`config.mk`:
```
export PLATFORM = sky130hd
export DESIGN_NAME = mem_seq
export DESIGN_NICKNAME = d
export VERILOG_FILES = /design/src/rtl/mem_seq.sv
export SDC_FILE = /design/constraint.sdc
export NUM_CORES = 1
export LEC_CHECK = 0
export CORE_ASPECT_RATIO = 1.5
export CORE_MARGIN = 2
export CORE_UTILIZATION = 65
export CTS_BUF_LIST = sky130_fd_sc_hd__clkbuf_8
export CTS_CLUSTER_SIZE = 8
export DETAILED_ROUTE_END_ITERATION = 12
export DONT_BUFFER_PORTS = 1
export PLACE_DENSITY = 0.86
export SYNTH_ARGS = -nofsm -noshare
export SYNTH_HDL_FRONTEND = slang
export SYNTH_SLANG_ARGS = --single-unit
```
`constraint.sdc`:
```
create_clock -name Clk -period 4.64 [get_ports Clk]
set_clock_uncertainty 0.1 [all_clocks]
set_input_delay 0.232 -clock Clk [delete_from_list [all_inputs] [get_ports Clk]]
set_output_delay 0.232 -clock Clk [all_outputs]
set_load 0.02 [all_outputs]
```
`src/rtl/mem_seq.sv`:
```
// mem_seq: sequences word/half/byte reads and writes to a fixed-latency single-port memory
module mem_seq #(
  parameter int MEM_LAT = 2
) (
  input  logic        Clk,
  input  logic        Reset,
  input  logic        Req,
  input  logic        ReqWrite,
  input  logic [1:0]  Size,
  input  logic [31:0] Addr,
  input  logic [31:0] WData,
  output logic        Busy,
  output logic        Done,
  output logic        AlignErr,
  output logic [31:0] RData,
  output logic [31:0] MemAddr,
  output logic        MemWr,
  output logic [31:0] MemDataIn,
  input  logic [31:0] MemDataOut,
  output logic [2:0]  State_out
);
  localparam int CW = (MEM_LAT > 1) ? $clog2(MEM_LAT) : 1;
  typedef enum logic [2:0] {
    IDLE    = 3'd0,
    RD_WAIT = 3'd1,
    WR      = 3'd2,
    DONE    = 3'd3,
    ERR     = 3'd4
  } state_t;
  state_t        r_state, w_next;
  logic [31:0]   r_addr, r_wword, r_rdata;
  logic [1:0]    r_size;
  logic          r_write;
  logic [CW-1:0] r_cnt;
  logic          w_aligned, w_partial, w_accept, w_byte, w_half;
  logic [31:0]   w_extract, w_merged;

  assign w_aligned = (Size == 2'b10) | ((Size == 2'b01) ? ~Addr[0] : (Addr[1:0] == 2'b00));
  assign w_partial = (Size == 2'b01) | (Size == 2'b10);
  assign w_accept  = (r_state == IDLE) & Req;
  assign w_byte    = r_size == 2'b10;
  assign w_half    = r_size == 2'b01;

  // State register
  always_ff @(posedge Clk or negedge Reset) begin
    if (!Reset) r_state <= IDLE;
    else        r_state <= w_next;
  end

  // Next state and per-state handshake/strobe outputs
  always_comb begin
    w_next   = r_state;
    Busy     = 1'b1;
    Done     = 1'b0;
    AlignErr = 1'b0;
    MemWr    = 1'b0;
    case (r_state)
      IDLE: begin
        Busy = 1'b0;
        if (Req) w_next = !w_aligned ? ERR : (ReqWrite && !w_partial) ? WR : RD_WAIT;
      end
      RD_WAIT: if (r_cnt == '0) w_next = r_write ? WR : DONE;
      WR: begin
        MemWr  = 1'b1;
        w_next = DONE;
      end
      DONE: begin
        Done   = 1'b1;
        w_next = IDLE;
      end
      ERR: begin
        Done     = 1'b1;
        AlignErr = 1'b1;
        w_next   = IDLE;
      end
      default: w_next = IDLE;
    endcase
  end

  // Lane extraction for reads and lane merge for partial writes
  always_comb begin
    w_extract = w_byte ? {24'b0, MemDataOut[{r_addr[1:0], 3'b000} +: 8]} :
                w_half ? {16'b0, MemDataOut[{r_addr[1], 4'b0000} +: 16]} : MemDataOut;
    w_merged  = MemDataOut;
    if (w_byte) w_merged[{r_addr[1:0], 3'b000} +: 8] = r_wword[7:0];
    else if (w_half) w_merged[{r_addr[1], 4'b0000} +: 16] = r_wword[15:0];
  end

  // Request capture, latency countdown, read result and write word
  always_ff @(posedge Clk or negedge Reset) begin
    if (!Reset) begin
      r_addr  <= '0;
      r_size  <= '0;
      r_write <= 1'b0;
      r_cnt   <= '0;
      r_wword <= '0;
      r_rdata <= '0;
    end else if (w_accept) begin
      r_addr  <= Addr;
      r_size  <= Size;
      r_write <= ReqWrite;
      r_cnt   <= CW'(MEM_LAT - 1);
      r_wword <= WData;
    end else if (r_state == RD_WAIT) begin
      if (r_cnt != '0) r_cnt <= r_cnt - 1'b1;
      else if (r_write) r_wword <= w_merged;
      else r_rdata <= w_extract;
    end
  end

  assign RData     = r_rdata;
  assign MemAddr   = {r_addr[31:2], 2'b00};
  assign MemDataIn = r_wword;
  assign State_out = r_state;
endmodule
```
==> summary.txt, run 1 <==
Drt
  • DRT iter0 DRCs: 425
  • Routed WL: 17.9 mm
  • WL met2: 8.93 mm
  • Via density: 6.71
  • Met3 WL: 1.96 mm
  • Highest metal layer with signal wires: met4
  • Post-DR wirelength/cell: 24.6 um
  • DRT Pass-1 Iters: 6
  • Wl on met1: 5.88 mm
  • Routed Antenna Nets: 0
  • Vias: 4,866
  • Drc violations: 0

Worst setup path
  • Worst Path Max Fanout: 15
  • CP peak stage delay: 980 ps
  • CP required: 4840 ps
  • WP buf/inv: 1
  • Slowest CP cell: nor4bb_1
  • Crit. End Element: flip-flop
  • Crit-path leading delay family: simple AND/OR/NAND/NOR gates
  • Critical Path AT: 3400 ps
  • Setup CP Type: flip-flop to flip-flop
  • Crit-path cells: inv_1, ha_1, nor4bb_1, a221o_1, o2111ai_1, a21oi_1
  • Crit path launch type: flip-flop

Clock tree
  • Hold_buf cts: 85
  • Clk slew on worst S/H paths: 110 ps
  • Post-CTS Setup Bufs: 0
  • Cts bufs inserted: 9
  • CTS tree: yes
  • Skew-Pair Late Insertion Delay: 380 ps
  • Root Buffer: clkbuf_8
  • Post-CTS Resized: 0
  • CTS Sinks: 103
  • Clk buf depth: 2
  • CTS H-tree depth: 3

Global routing
  • Largest net degree at the start of global routing: 104
  • Antenna violations before repair: 0
  • Number of global-route vias before repair: 5,059
  • Global-route wire length before repair: 26.7 mm
  • Global Route Usage Sum: 37.8%
  • Remaining Overflow, GRT: 0

Die
  • Std-Cell Rows: 41
  • Die area: 0.00935 mm^2
  • Starting Density: 66.7%
  • Die H: 117 um
  • Core box area: 0.00836 mm^2
  • Die W: 79.6 um
  • IO Pins: 205

Status
  • Status: finished clean

Logic synthesis
  • Synth Register Bits: 103
  • Post-synthesis compound-gate area fraction: 19.4%
  • Xor/xnor share of the synthesized area: 0.157%
  • Cells after Synth: 586
  • Post-Syn Area: 0.00558 mm^2
  • Top FF cell, synth: dfrtp_1
  • Post-synth EDFFs: 0
  • Simple logic cell fraction of the synthesized area: 16.8%
  • Count of cell types in the netlist: 43
  • Multiplexer share of the synthesized area: 7.72%
  • Post-synthesis async set-or-reset flop share: 100%
  • Sequential share of the synthesized area: 46.2%
  • Largest family of logic cells by synthesized area: compound AO/OA/AOI/OAI gates
  • Adder and majority gate portion of the synthesized area: 1.57%
  • YS warnings: 0
  • Syn Area/Cell: 9.51 um^2

Layout
  • Final layout net count: 722
  • Most common cell after layout, fill and taps aside: nand2_1
  • Design Area, Final: 0.00643 mm^2
  • FILL cells: 535
  • Share of cells above drive strength 1: 7.12%
  • Commonest cells after routing, fill and taps aside: nand2_1, dfrtp_1, dlygate4sd3_1
  • # diodes: 0
  • Layout area overhead: 15.3%

STA
  • Crit share post-route: 68.9%
  • RSZ-0062 raised after global routing: no
  • Max_slew headroom: 16.6%
  • Post-Route Setup TNS: 0 ps
  • Hold Slack: 11.0 ps
  • Worst-Margin Slew: 1240 ps
  • Final hold vios: 0
  • Max-slew violations: 0
  • Fmax: 313 MHz
  • Tmin final: 3190 ps
  • Setup violations, final: 0

Power
  • Power Internal: 2.33 mW
  • Psw: 2.25 mW
  • Clk pwr share: 14.0%
  • Leak: 2.96 nW
  • Pwr dens: 712 mW/mm^2
  • Comb pwr share: 35.6%
  • Sw Share: 49.2%
  • Peak VDD IR: 479 uV
  • Sequential Power Share: 50.3%

Job
  • Maximum capacitance violations: 0

Placed design
  • Area after DPL: 0.00533 mm^2
  • GP Congestion: 0.927
  • Number of port buffers: 0
  • Dpl hpwl: 11.0 mm

Min path
  • HP Class: primary input to flip-flop
power groups by stage:
| stage | clock (mW) | sequential (mW) | combinational, mW |
|---|---|---|---|
| 2_1_floorplan | 0 | 1.89 | 1.67 |
| 3_3_place_gp | 0 | 2.29 | 1.39 |
| 5_1_grt | 0.679 | 2.35 | 1.78 |
| 3_5_place_dp | 0 | 2.31 | 1.46 |
| 6_report | 0.643 | 2.30 | 1.63 |
| 4_1_cts | 0.633 | 2.29 | 1.55 |
cell type report:
class / instances / area (um^2) / share of cell area (%)
flip-flops and latches: 103 / 2580 / 40.1
multi-input cells: 403 / 2570 / 40.0
repair buffers: 89 / 898 / 14.0
clock buffers: 10 / 138 / 2.14
well taps: 107 / 134 / 2.08
clock inverters: 6 / 82.6 / 1.29
inverters: 7 / 26.3 / 0.409
sequential cells by signal (all words and copies together), names as in the netlist:
name / count
RData: 32
r_addr: 32
r_cnt: 1
r_write: 1
MemDataIn: 32
r_size: 2
State_out: 3
cells by family (layout without fill, tap and decap cells):
| logic type | count (synthesis) | in the layout |
|---|---|---|
| xor+xnor | 1 | 1 |
| flops | 103 | 103 |
| other cells | 1 | 2 |
| simple gates | 206 | 206 |
| mux | 32 | 32 |
| fa+ha+maj | 7 | 7 |
| buf+inv | 81 | 112 |
| compound gates | 155 | 155 |
final timing paths:
check	start	endpoint	slack, ps	depth (start not counted)
max	r_addr[0]$_DFFE_PN0P_	MemDataIn[29]$_DFFE_PN0P_	1450	6
min	MemDataOut[4]	MemDataIn[4]$_DFFE_PN0P_	10	2
max reg2reg	r_addr[0]$_DFFE_PN0P_	MemDataIn[29]$_DFFE_PN0P_	1450	6
min reg2reg	r_write$_DFFE_PN0P_	r_write$_DFFE_PN0P_	520	2
max in group asynchronous	Reset	MemDataIn[8]$_DFFE_PN0P_	3690	2
min in group asynchronous	Reset	r_addr[11]$_DFFE_PN0P_	370	2
synthesized netlist by cell type, types with 2 or more instances:
master     number  area, um^2
nor2b_1        10        62.6
nor3_1          8        40.0
nand3b_1        4        30.0
and2_1          2        12.5
ha_1            7        87.6
nor2_1         20        75.1
mux2i_1        16         160
mux4_2          8         180
a21oi_1        28         140
clkbuf_1       25        93.8
nand2_1       139         522
dfrtp_1       103        2580
nor3b_1         9        67.6
a32oi_1         8        70.1
nor4b_2         2        30.0
a221o_1        16         160
nor4bb_1        2        20.0
nand2b_1        6        37.5
a21o_1         10        75.1
a211oi_1        9        67.6
a22o_1          8        70.1
buf_4          32         240
mux2_2          8        90.1
o21ai_0        44         220
inv_1           7        26.3
buf_2          14        70.1
o21bai_1        2        15.0
buf_1           2        7.51
o2111ai_1       8        70.1
a22oi_1        16         120
metrics by stage:
| stage | util, % | power (mW) | cells | setup slack, ps |
|---|---|---|---|---|
| 6_report | 76.9 | 4.58 | 725 | 1450 |
| 5_1_grt | 76.9 | 4.81 | 725 | 1230 |
| 3_5_place_dp | 63.8 | 3.77 | 624 | 1230 |
| 2_1_floorplan | - | 3.55 | 587 | 2310 |
| 4_1_cts | 76.8 | 4.47 | 725 | 1190 |
| 3_3_place_gp | 63.8 | 3.67 | 624 | 1680 |
worst reg2reg max path, delay by kind of cell, from the launching register on:
kind / cells / cell delay [ps]
simple gates: 1 / 980
flops: 1 / 800
compound gates: 3 / 630
fa+ha+maj: 1 / 390
buf+inv: 1 / 210
metal layers:
| metal | GRT usage, % | up-vias |
|---|---|---|
| met4 | 25.1 | 0 |
| met1 | 40.7 | 2315 |
| met2 | 62.4 | 368 |
| met3 | 11.2 | 89 |
| met5 | 0 | - |
| li1 | - | 2094 |
Power figures use the tool's default switching activity.
==> inputs of run 2 (changes only) <==
- clock period: 4.64 -> 3 ns (I/O delays scaled with it)
==> run 2 against run 1 <==
  * Hold slack better by 26 ps
  * Sequential share of layout area is 1.3 points lower
  * Sequential power grew 50%
  * Largest cell class unchanged
  * Register-to-register slack got worse by 1200 ps
  * Worst setup slack got worse by 1200 ps
==> summary.txt, run 2 (synthesis results as in run 1) <==
Clock tree
  • CTS H-tree depth: 3
  • CTS tree: yes
  • CTS Sinks: 103
  • Cts bufs inserted: 9
  • Skew-Pair Late Insertion Delay: 380 ps
  • Root Buffer: clkbuf_8
  • Clk buf depth: 2
  • Clk slew on worst S/H paths: 110 ps

Power
  • Psw: 3.50 mW
  • Pwr dens: 1060 mW/mm^2
  • Peak VDD IR: 632 uV
  • Clk pwr share: 11.4%
  • Sw Share: 49.6%
  • Comb pwr share: 39.9%
  • Leak: 3.06 nW
  • Sequential Power Share: 48.7%
  • Power Internal: 3.56 mW

Placed design
  • Number of port buffers: 0
  • Area after DPL: 0.00541 mm^2
  • Dpl hpwl: 11.1 mm
  • GP Congestion: 0.913

Drt
  • Routed Antenna Nets: 0
  • Via density: 6.69
  • Vias: 5,042
  • DRT Pass-1 Iters: 5
  • Drc violations: 0
  • DRT iter0 DRCs: 409
  • Routed WL: 18.1 mm
  • Post-DR wirelength/cell: 24.1 um

Layout
  • # diodes: 0
  • Sequential Area: 0.00258 mm^2
  • Commonest cells after routing, fill and taps aside: nand2_1, dfrtp_1, dlygate4sd3_1
  • Most common cell after layout, fill and taps aside: nand2_1
  • Design Area, Final: 0.00665 mm^2
  • Share of cells above drive strength 1: 8.50%
  • Multi-input logic area: 0.00257 mm^2
  • FILL cells: 521
  • Final layout net count: 752
  • Layout area overhead: 19.2%

STA
  • Post-Route Setup TNS: 0 ps
  • Max-slew violations: 0
  • Final hold vios: 0
  • Worst-Margin Slew: 743 ps
  • Setup violations, final: 0
  • RSZ-0062 raised after global routing: no
  • Max_slew headroom: 49.9%
  • Crit share post-route: 93.0%
  • Fmax: 359 MHz
  • Tmin final: 2790 ps

Global routing
  • Number of global-route vias before repair: 5,079
  • Remaining Overflow, GRT: 0
  • Global Route Usage Sum: 38.5%
  • Global-route wire length before repair: 27.1 mm
  • Largest net degree at the start of global routing: 104
  • Antenna violations before repair: 0

Worst setup path
  • Setup CP Type: flip-flop to flip-flop
  • Crit. End Element: flip-flop
  • Crit path launch type: flip-flop
  • CP required: 3220 ps
  • Critical Path AT: 3010 ps
  • Worst Path Max Fanout: 68

Die
  • Die W: 79.6 um
  • Core box area: 0.00836 mm^2
  • IO Pins: 205
  • Die area: 0.00935 mm^2
  • Std-Cell Rows: 41
  • Die H: 117 um
  • Starting Density: 66.7%

Min path
  • HP Class: primary input to flip-flop

Status
  • Status: finished clean

Job
  • Maximum capacitance violations: 0
## run 2: changes by cell type in the layout (fill, tap and decap cells not counted), sizes merged
cell         change
dlygate4sd3     +19
buf             +11
clkinvlp         +3
bufinv           -2
clkbuf           -1
clkinv           -1
## run 2: worst paths after layout
check | cells past startpoint | slack [ps] | endpoint | startpoint
max | 5 | 210 | MemDataIn[4]$_DFFE_PN0P_ | State_out[1]$_DFFE_PN0P_
min | 3 | 40 | MemDataIn[11]$_DFFE_PN0P_ | MemDataOut[11]
max reg2reg | 5 | 210 | MemDataIn[4]$_DFFE_PN0P_ | State_out[1]$_DFFE_PN0P_
min reg2reg | 2 | 530 | r_cnt$_DFFE_PN0P_ | r_cnt$_DFFE_PN0P_
max in group asynchronous | 2 | 2140 | MemDataIn[10]$_DFFE_PN0P_ | Reset
min in group asynchronous | 2 | 280 | r_addr[3]$_DFFE_PN0P_ | Reset
## run 2: area by class of cell
type | instances | area share [%]
multi-input combinational | 403 | 38.6
clock buffer | 9 | 1.86
tap | 107 | 2.01
inverter | 7 | 0.395
sequential | 103 | 38.8
timing repair buffer | 119 | 17.6
clock inverter | 6 | 0.678
## run 2: power by group through the flow
stage          registers (mW)  logic, mW  clock network [mW]
5_1_grt                  3.50       3.07               0.855
4_1_cts                  3.41       2.71               0.806
2_1_floorplan            2.92       2.58                   0
6_report                 3.44       2.81               0.806
3_3_place_gp             3.42       2.35                   0
3_5_place_dp             3.44       2.48                   0
## run 2: worst max-delay path: stages, from the launching register on
cell           delay (ps)
dfrtp_1               600
nor4b_4               410
buf_4                 640
a22o_1                260
dlygate4sd3_1         550
mux2_2                140
## run 2: routing by layer
metal,wire [um],track usage [%]
met1,6010,41.4
met5,0,0
met4,977,22.0
met2,9040,64.2
met3,2110,13.3
## run 2: repair_timing
| action | CTS | global route |
|---|---|---|
| hold endpoints to repair | 198 | 1 |
| resized for setup | 0 | 1 |
| buffers inserted | 0 | 0 |
| hold buffers | 103 | 1 |
| endpoints found under the setup margin | 0 | 8 |
## run 2: through the flow
stage | hold slack [ps] | instances | setup slack, ps | utilization, % | power [mW]
final | 37.1 | 754 | 211 | 79.5 | 7.06
after floorplan | -246 | 587 | 670 | - | 5.50
after global placement | -244 | 635 | 669 | 64.7 | 5.77
after global routing | 57.9 | 754 | 125 | 79.5 | 7.42
after detailed placement | -244 | 635 | 547 | 64.7 | 5.92
after CTS | 0.655 | 753 | 161 | 79.3 | 6.93
==> inputs of run 3 (changes only) <==
- CORE_ASPECT_RATIO: 1.5 -> 1.75
==> run 3 against run 2 <==
  * The flow now finishes with violations (negative hold slack)
  * Power increased by 0.25%
  * Sequential share of layout area decreased by 0.051 points
  * Largest cell class unchanged
  * Die area increased by 0.15%
  * Wire length increased by 0.36%
  * Sequential power hardly changed
  * Clock power increased by 2%
  * Register-to-register slack worse by 50 ps
  * Highest routed layer unchanged
  * Final cell count increased by 0.93%
  * Clock-buffer cell count is 2 higher
  * Critical path type unchanged
  * Flip-flop and latch count is the same
  * Via count is 1.9% lower
  * Core utilization up 0.57 points
==> summary.txt, run 3 (synthesis results as in run 1) <==
Global routing
  • Busiest grt layer: met2
  • Met1 Use GR: 41.9%
  • Global-route wire length before repair: 27.5 mm
  • Remaining Overflow, GRT: 0
  • Antenna violations before repair: 0
  • M2 GR Usage: 67.8%
  • Number of global-route vias before repair: 5,174
  • Global routing met3 resource utilization: 8.82%
  • Global Route Usage Sum: 39.5%
  • Largest net degree at the start of global routing: 104

Layout
  • Most common cell after layout, fill and taps aside: nand2_1
  • # diodes: 0
  • Multi-input logic area: 0.00257 mm^2
  • Sequential Area: 0.00258 mm^2
  • Layout area overhead: 19.4%
  • Final layout net count: 750
  • Share of cells above drive strength 1: 8.36%
  • Commonest cells after routing, fill and taps aside: nand2_1, dfrtp_1, dlygate4sd3_1
  • Fin cells: 761
  • FILL cells: 523

Power
  • Sequential Power Share: 49.1%
  • Clk pwr share: 11.7%
  • Sw Share: 49.3%
  • Leak: 3.07 nW
  • Pwr dens: 1060 mW/mm^2
  • Peak VDD IR: 547 uV
  • Power Internal: 3.58 mW
  • Final Power: 7.07 mW
  • Psw: 3.49 mW
  • Comb pwr share: 39.2%

Drt
  • DRT Pass-1 Iters: 5
  • DRT iter0 DRCs: 423
  • Routed WL: 18.2 mm
  • Vias: 4,947
  • Drc violations: 0
  • Via density: 6.50
  • Post-DR wirelength/cell: 23.9 um
  • Routed Antenna Nets: 0

Placed design
  • Dpl hpwl: 11.4 mm
  • Dpl ws: 698 ps
  • Placed insts: 642
  • GP Congestion: 0.928
  • Number of port buffers: 0

Worst setup path
  • Crit. End Element: flip-flop
  • R2r setup slk: 160 ps
  • Worst Path Max Fanout: 68
  • Setup CP Type: flip-flop to flip-flop
  • Critical Path AT: 3050 ps
  • CP required: 3220 ps
  • Crit path launch type: flip-flop

Die
  • Starting Density: 67.1%
  • IO Pins: 205
  • Die W: 74.0 um
  • Die H: 127 um
  • Std-Cell Rows: 44
  • Die area: 0.00936 mm^2
  • Core box area: 0.00831 mm^2

Clock tree
  • Clk slew on worst S/H paths: 100 ps
  • CTS tree: yes
  • Root Buffer: clkbuf_8
  • CTS H-tree depth: 3
  • Clk buf depth: 2
  • CTS Sinks: 103
  • Skew-Pair Late Insertion Delay: 370 ps
  • Cts bufs inserted: 9
  • Post-CTS Setup Bufs: 0

STA
  • Final hold vios: 1
  • Crit share post-route: 94.6%
  • Hold Slack: -23.8 ps
  • RSZ-0062 raised after global routing: no
  • Max-slew violations: 0
  • Fmax: 352 MHz
  • Max_slew headroom: 46.9%
  • Worst-Margin Slew: 788 ps
  • Post-Route Setup TNS: 0 ps
  • Tmin final: 2840 ps
  • Final setup margin: 162 ps
  • Setup violations, final: 0

Status
  • Status: complete, but fails checks
  • Failing checks: negative hold slack

Min path
  • HP Class: primary input to flip-flop

Job
  • Maximum capacitance violations: 0
-- run 3: changes by cell type in the layout (fill, tap and decap cells not counted) --
cell / previous run / this run
clkinvlp_4: 3 / 1
buf_4: 15 / 14
inv_6: 2 / 0
clkinv_4: 0 / 2
dlygate4sd3_1: 103 / 102
clkbuf_8: 9 / 11
inv_1: 7 / 8
-- run 3: critical path: stages, from the launching register on --
cell and delay (ps):
dfrtp_1 590, nor4b_4 450, buf_4 650, a22o_1 280, dlygate4sd3_1 570, mux2_2 150
-- run 3: per-stage QoR --
step	util (%)	area, um^2	hold slack (ps)
finish	80.1	6660	-23.8
global placement	65.2	5420	-244
CTS	80.0	6650	2.05
floorplan	-	5580	-246
detailed placement	65.2	5420	-244
global route	80.1	6660	22.3
-- run 3: layout make-up --
type	count	share of cell area, %
clock buffer	11	2.27
clock inverter	5	0.508
inverter	7	0.395
multi-input combinational	403	38.6
sequential	103	38.7
tap	115	2.16
timing repair buffer	117	17.3
-- run 3: what timing repair did --
action,in CTS,in global routing
endpoints found under the hold margin,198,0
hold buffers,103,0
gates resized for setup,0,1
endpoints found under the setup margin,0,6
-- run 3: path summary, 6_finish.rpt --
check	endpoint	cells after the start	from
worst max-delay path	MemDataIn[2]$_DFFE_PN0P_	5	State_out[1]$_DFFE_PN0P_
max in group asynchronous	State_out[0]$_DFFE_PN0P_	2	Reset
min in group asynchronous	RData[6]$_DFFE_PN0P_	2	Reset
worst max register to register	MemDataIn[2]$_DFFE_PN0P_	5	State_out[1]$_DFFE_PN0P_
worst min register to register	r_write$_DFFE_PN0P_	2	r_write$_DFFE_PN0P_
worst min-delay path	MemDataIn[25]$_DFFE_PN0P_	2	MemDataOut[25]
-- run 3: per-layer routing --
metal | share of wire [%] | wire [um] | vias up
met5 | 0 | 0 | -
met4 | 6.9 | 1260 | 0
met3 | 9.7 | 1760 | 83
met2 | 51 | 9360 | 358
met1 | 32 | 5820 | 2357
li1 | - | - | 2149
-- run 3: power groups by stage --
stage	combinational, mW	sequential [mW]	clock [mW]
2_1_floorplan	2.58	2.92	0
3_3_place_gp	2.32	3.45	0
3_5_place_dp	2.44	3.48	0
4_1_cts	2.66	3.45	0.823
5_1_grt	3.03	3.54	0.891
6_report	2.77	3.47	0.825
